### src/rtl/ram_arbiter.sv
// Two-port valid/ready arbiter and one-cycle sequencer for the single-port word RAM.
// Define RAM_ARB_ROUND_ROBIN_EN for round-robin; otherwise port 0 has fixed priority.
module ram_arbiter #(
  parameter int ADDR_WIDTH = 12
) (
  input  logic                  clk,
  input  logic                  resetn,
  input  logic                  m0_valid,
  input  logic [ADDR_WIDTH-1:0] m0_addr,
  input  logic [3:0]            m0_wstrb,
  input  logic [31:0]           m0_wdata,
  output logic [31:0]           m0_rdata,
  output logic                  m0_ready,
  input  logic                  m1_valid,
  input  logic [ADDR_WIDTH-1:0] m1_addr,
  input  logic [3:0]            m1_wstrb,
  input  logic [31:0]           m1_wdata,
  output logic [31:0]           m1_rdata,
  output logic                  m1_ready,
  output logic                  ram_sel,
  output logic [3:0]            ram_wen,
  output logic [ADDR_WIDTH-1:0] ram_address,
  output logic [31:0]           ram_wdata,
  input  logic [31:0]           ram_rdata,
  output logic                  busy
);

  typedef enum logic [1:0] {
    IDLE,
    ACCESS,
    DONE
  } state_t;

  state_t      state_q;
  state_t      state_d;
  logic        grant_q;
  logic        last_grant_q;
  logic        win;
  logic        any_req;
  logic [31:0] rdata_q;

  assign any_req  = m0_valid | m1_valid;
  assign busy     = (state_q != IDLE);
  assign m0_rdata = rdata_q;
  assign m1_rdata = rdata_q;

  always_comb begin
    state_d = state_q;
    win     = last_grant_q;
`ifdef RAM_ARB_ROUND_ROBIN_EN
    if (m0_valid && m1_valid)
      win = ~last_grant_q;
    else if (m0_valid)
      win = 1'b0;
    else if (m1_valid)
      win = 1'b1;
`else
    if (m0_valid)
      win = 1'b0;
    else if (m1_valid)
      win = 1'b1;
`endif
    unique case (state_q)
      IDLE:    if (any_req) state_d = ACCESS;
      ACCESS:  state_d = DONE;
      DONE:    state_d = IDLE;
      default: state_d = IDLE;
    endcase
  end

  always_ff @(posedge clk or negedge resetn) begin
    if (!resetn)
      state_q <= IDLE;
    else
      state_q <= state_d;
  end

  // All RAM-facing lines come from flops; nothing from mX_* reaches them combinationally.
  always_ff @(posedge clk or negedge resetn) begin
    if (!resetn) begin
      grant_q      <= 1'b0;
      last_grant_q <= 1'b1;
      ram_sel      <= 1'b0;
      ram_wen      <= 4'b0;
      ram_address  <= '0;
      ram_wdata    <= 32'b0;
      rdata_q      <= 32'b0;
      m0_ready     <= 1'b0;
      m1_ready     <= 1'b0;
    end else begin
      m0_ready <= 1'b0;
      m1_ready <= 1'b0;
      unique case (state_q)
        IDLE: begin
          if (any_req) begin
            grant_q      <= win;
            last_grant_q <= win;
            ram_sel      <= 1'b1;
            ram_wen      <= win ? m1_wstrb : m0_wstrb;
            ram_address  <= win ? m1_addr  : m0_addr;
            ram_wdata    <= win ? m1_wdata : m0_wdata;
          end
        end
        ACCESS: begin
          rdata_q  <= ram_rdata;
          ram_sel  <= 1'b0;
          ram_wen  <= 4'b0;
          m0_ready <= ~grant_q;
          m1_ready <= grant_q;
        end
        DONE: begin
        end
        default: begin
        end
      endcase
    end
  end

endmodule

### config.mk
export PLATFORM = sky130hd
export DESIGN_NAME = ram_arbiter
export DESIGN_NICKNAME = d
export VERILOG_FILES = /design/src/rtl/ram_arbiter.sv
export SDC_FILE = /design/constraint.sdc
export NUM_CORES = 1
export LEC_CHECK = 0
export ABC_CLOCK_PERIOD_IN_PS = 1400
export BUFFER_PORTS_ARGS = -buffer_cell sky130_fd_sc_hd__buf_2
export CAP_MARGIN = 10
export CORE_ASPECT_RATIO = 2
export CORE_UTILIZATION = 39
export DETAILED_ROUTE_END_ITERATION = 7
export PLACE_DENSITY_LB_ADDON = 0.3
export SYNTH_ARGS = -nofsm -noshare
export SYNTH_HDL_FRONTEND = slang
export SYNTH_SLANG_ARGS = --single-unit
export TNS_END_PERCENT = 1
### constraint.sdc
create_clock -name clk -period 1.4 [get_ports clk]
set_clock_uncertainty 0.1 [all_clocks]
set_input_delay 0.28 -clock clk [delete_from_list [all_inputs] [get_ports clk]]
set_output_delay 0.28 -clock clk [all_outputs]
set_load 0.005 [all_outputs]
=== Word-level counts from Yosys, hierarchy flattened ===
Cells that the tools add are included.

* Register bits after elaboration: 87
* Bits of input ports: 132
* Output and inout bits: 116
* Word-level logic and storage cells: 32

* Eq/ne operators: 2
* Muxes and demuxes: 13
* Bitwise logic cells: 2
* Reductions and logical operators: 5

{| class="wikitable"
|+ Operators by type and width
! cell !! count
|-
| $mux 32 || 1
|-
| $mux 12 || 1
|-
| $mux 4 || 2
|-
| $pmux 4 s2 || 1
|-
| $mux 1 || 5
|-
| $pmux 2 s2 || 1
|-
| $reduce_and 2->1 || 2
|-
| $reduce_bool 2->1 || 2
|-
| $eq 2x1->1 const B || 1
|-
| $logic_not 2->1 || 1
|-
| $mux 2 || 1
|-
| $ne 2x2->1 const B || 1
|-
| $pmux 1 s2 || 1
|-
| $not 1->1 || 1
|-
| $or 1x1->1 || 1
|}

=== Depth between registers and ports, before layout ===
* Word-level depth: 5
* Gate-level depth with buffers: 5
* Gate-level depth less buffers: 4

=== Worst setup path before layout ===
Ideal clock, no wire load.

* Kind: reg-to-reg
* Start point: register state_q[1]
* End point: register ram_address[10]
* Library setup time: 0.126 ns
* Arrival: 1.313 ns
* Required time: 1.174 ns
* Slack: -0.139 ns
* Stages on the path, launching flop included: 6
* Buffers on the path: 2
* Period minus slack after synthesis: 1.539 ns
* Cell sequence: dfrtp_1 > nor2_2 > inv_2 > buf_6 > clkbuf_1 > a221o_1

* Word-level cells in the longest chain between the ends: 2

{| class="wikitable"
|+ RTL lines
! what !! RTL line !! RTL
|-
| from (decl) || 34 || <nowiki>state_t state_q;</nowiki>
|-
| from (signal assigned) || 75 || <nowiki>state_q <= state_d;</nowiki>
|-
| $logic_not 2->1 || 93 || <nowiki>unique case (state_q)</nowiki>
|-
| $reduce_and 2->1 (no line) || -- ||
|-
| to (signal assigned) || 100 || <nowiki>ram_address <= win ? m1_addr : m0_addr;</nowiki>
|-
| to (decl) || 22 || <nowiki>output logic [ADDR_WIDTH-1:0] ram_address,</nowiki>
|}

Every way passes these cells.
A chain may end at the register's enable or synchronous reset.

=== Worst setup path in the final report ===
* Start point: register state_q[0]
* End point: output busy

* Word-level cells in the longest chain between the ends: 1

{| class="wikitable"
|+ RTL lines
! what !! RTL line !! RTL
|-
| $reduce_bool 2->1 || 43 || <nowiki>assign busy = (state_q != IDLE);</nowiki>
|-
| to (decl) || 25 || <nowiki>output logic busy</nowiki>
|}

Every way passes these cells.

==> impl_metrics.py <==
metrics = {
    "yosys": {
        "syn_avg_cell_area_um2": 13.4,
        "yosys.area.top_type_share_pct": 53.9,
        "syn_area_um2": 3990,
        "synthTopCellsByArea": "sky130_fd_sc_hd__dfrtp_1 (54%), sky130_fd_sc_hd__a221o_1 (11%), sky130_fd_sc_hd__a32o_1 (11%)",
        "post_synth_num_cell_types": 21,
        "ys_ff_latch": 86,
        "synth_nets": 429,
        "yosys_warns": 0,
        "yosys.area.top_type": "sky130_fd_sc_hd__dfrtp_1",
        "yosysSeqAreaShare_pct": 53.9,
        "synth_cells": 297,
    },
    "global_routing": {
        "grt_start_max_net_pins": 87,
        "grt_usage_pct": 22.3,
        "grt_antenna_before_repair": 0,
        "grt.overflow.total": 0,
        "grt_pass1_wl_um": 18300,
        "via_count_of_the_first_global_routing_pass": 3689,
    },
    "pwr": {
        "ir_drop_mv": 0.923,
        "p_per_area_nw_per_um2": 2260,
        "leakagePower_nw": 2.78,
        "post-layout-total-power_mw": 12.8,
    },
    "floorplan": {
        "die_extent_in_y_um": 145,
        "ioPinCount": 248,
        "floorplan.core_area_um2": 9830,
        "design.die.area_um2": 10700,
        "die_w_um": 73.5,
        "initial_core_util_pct": 40.6,
        "num_rows": 51,
    },
    "placed_design": {
        "numPortBuffers": 247,
        "numPlacedInstances": 636,
        "gp_congestion": 0.742,
        "detailed_place_hpwl_um": 8220,
        "post-place-ws_ns": -0.151,
        "placement.cell_area_um2": 5270,
    },
    "sta": {
        "worst_case_hold_slack_ns": 0.0776,
        "fin_setup_tns_ns": -8.66,
        "finalHoldViolCount": 0,
        "min_period_over_period_pct": 112,
        "report.final.setup_viol": 76,
        "grt_setup_unrepaired": "true",
        "slew_viol_final": 0,
        "worst_slack_ns": -0.169,
        "achievable-frequency_mhz": 637,
        "worstMarginPinSlew_ns": 0.491,
        "maxSlewHeadroom_pct": 67.3,
        "period_minus_slack_ns": 1.57,
    },
    "route": {
        "drt-total-wl_um": 11600,
        "first_pass_iters": 4,
        "drt_first_iter_violations": 116,
        "routed_wire_per_std_cell_um": 17.7,
        "detail_route.drc_violations": 0,
        "routed_via_density": 5.40,
        "overall_via_count_from_detail_route": 3558,
        "antenna_left": 0,
    },
    "final_layout": {
        "core_util_final_pct": 57.6,
        "design_area_um2": 5660,
        "post_layout_nonfiller_instances": 659,
        "area.growth.synth_to_final_pct": 41.8,
        "fillerInstances": 854,
        "final_net_count": 654,
        "drive_gt1_share_pct": 62.6,
        "antenna_cells_inserted": 0,
        "mostFrequentLayoutCells": "sky130_fd_sc_hd__buf_2 (245), sky130_fd_sc_hd__dfrtp_1 (84), sky130_fd_sc_hd__a32o_1 (44), sky130_fd_sc_hd__a221o_1 (44), sky130_fd_sc_hd__mux2_2 (29)",
        "mostFrequentLayoutCell": "sky130_fd_sc_hd__buf_2",
    },
    "critical_path": {
        "crit_path_start_kind": "flop",
        "crit-reg2reg-launch": "state_q[1]$_DFFE_PN0P_",
        "cp_max_fo": 3,
        "worst-setup-path-type": "flop to output pin",
        "r2r_setup_slack_ns": -0.16,
        "crit-reg2reg-capture": "ram_wdata[3]$_DFFE_PN0P_",
        "worstPathArrival_ns": 1.19,
        "timing.critical_path.to_type": "output pin",
        "cp_data_required_time_ns": 1.02,
        "timing.reg2reg.worst_path_depth": 5,
    },
    "cts": {
        "clock_latency_ns": 0.33,
        "htreeDepth": 3,
        "clk_pin_slew_ns": 0.06,
        "cts_sinks": 86,
        "root_buffer": "sky130_fd_sc_hd__clkbuf_16",
        "cts_tree": "built",
        "cts-buffers-inserted": 9,
        "cts_max_path_buffers": 2,
    },
    "run": {
        "max-cap-violations": 0,
    },
    "worst_hold_path": {
        "worstHoldPathCells": 2,
        "whs_endpoint": "m0_rdata[29]$_DFFE_PN0P_",
        "hold_path.startpoint": "ram_rdata[29]",
        "worstHoldPathType": "primary input to flop",
    },
    "outcome": {
        "status": "finished with violations",
        "violated_checks": "negative setup slack",
    },
}
==> how the worst max path moves through the flow <==
stage,startpoint,slack [ns],cells after the start,to
after floorplan,state_q[1]$_DFFE_PN0P_,-0.05,5,ram_address[10]$_DFFE_PN0P_
after global placement,state_q[1]$_DFFE_PN0P_,-0.11,4,m0_rdata[14]$_DFFE_PN0P_
after detailed placement,state_q[1]$_DFFE_PN0P_,-0.15,4,m0_rdata[5]$_DFFE_PN0P_
after CTS,state_q[1]$_DFFE_PN0P_,-0.19,4,busy
after global routing,state_q[0]$_DFFE_PN0P_,-0.23,4,busy
final,state_q[0]$_DFFE_PN0P_,-0.17,4,busy
==> power breakdown <==
| part | internal (mW) | switching [mW] | total (mW) |
|---|---|---|---|
| Clock | 1.21 | 0.992 | 2.20 |
| Combinational | 3.41 | 2.46 | 5.87 |
| Sequential | 3.78 | 0.954 | 4.73 |
==> layer usage <==
layer,vias up,wire [um],track usage [%]
met5,-,0,0
met4,0,302,9.04
met3,22,637,3.89
met2,178,6630,41.6
met1,1752,4070,23.5
li1,1606,-,-
==> critical path, cell delays in order (launching register included) <==
cell                      delay [ns]
sky130_fd_sc_hd__dfrtp_2        0.43
sky130_fd_sc_hd__nor2_4         0.15
sky130_fd_sc_hd__inv_4          0.06
sky130_fd_sc_hd__buf_12         0.12
sky130_fd_sc_hd__buf_6          0.10
==> registers in the layout (all words and copies together) (netlist names) <==
name and cells:
m0_rdata 32, ram_wdata 32, ram_address 12, ram_wen 4
state_q 2, grant_q 1, m0_ready 1, m1_ready 1
ram_sel 1
==> cell type report <==
cell class                      instances  area, um2  share of cell area, %
Tap cell                              132        165                   2.92
Clock inverter                          6       45.0                  0.796
Multi-Input combinational cell        150       1450                   25.7
Inverter                                2       10.0                  0.177
Timing Repair Buffer                  273       1600                   28.3
Clock buffer                           10        229                   4.05
Sequential cell                        86       2150                   38.1
==> cell usage after synthesis (all sizes together) <==
master,number
a221o,44
a22o,4
a32o,44
and2,1
buf,49
clkbuf,10
dfrtp,86
inv,2
mux2,32
nand2,8
nor2,7
nor2b,2
nor3,1
nor3b,1
o21ai,4
o21ba,1
or2,1
==> logic make-up after synthesis <==
| family | share of synthesized area (%) |
|---|---|
| buffers and inverters | 10.7 |
| and+or+nand+nor | 2.67 |
| DFF | 53.9 |
| AOI/OAI and AO/OA | 23.7 |
| muxes | 9.03 |
==> timing repair <==
item,4_1_cts,5_1_grt
setup endpoints to repair,77,81
resized for setup,10,2
cloned,1,0
setup buffers,5,0
pin swaps,8,16
hold endpoints to repair,86,0
hold buffers,1,0
Power figures use the tool's default switching activity.
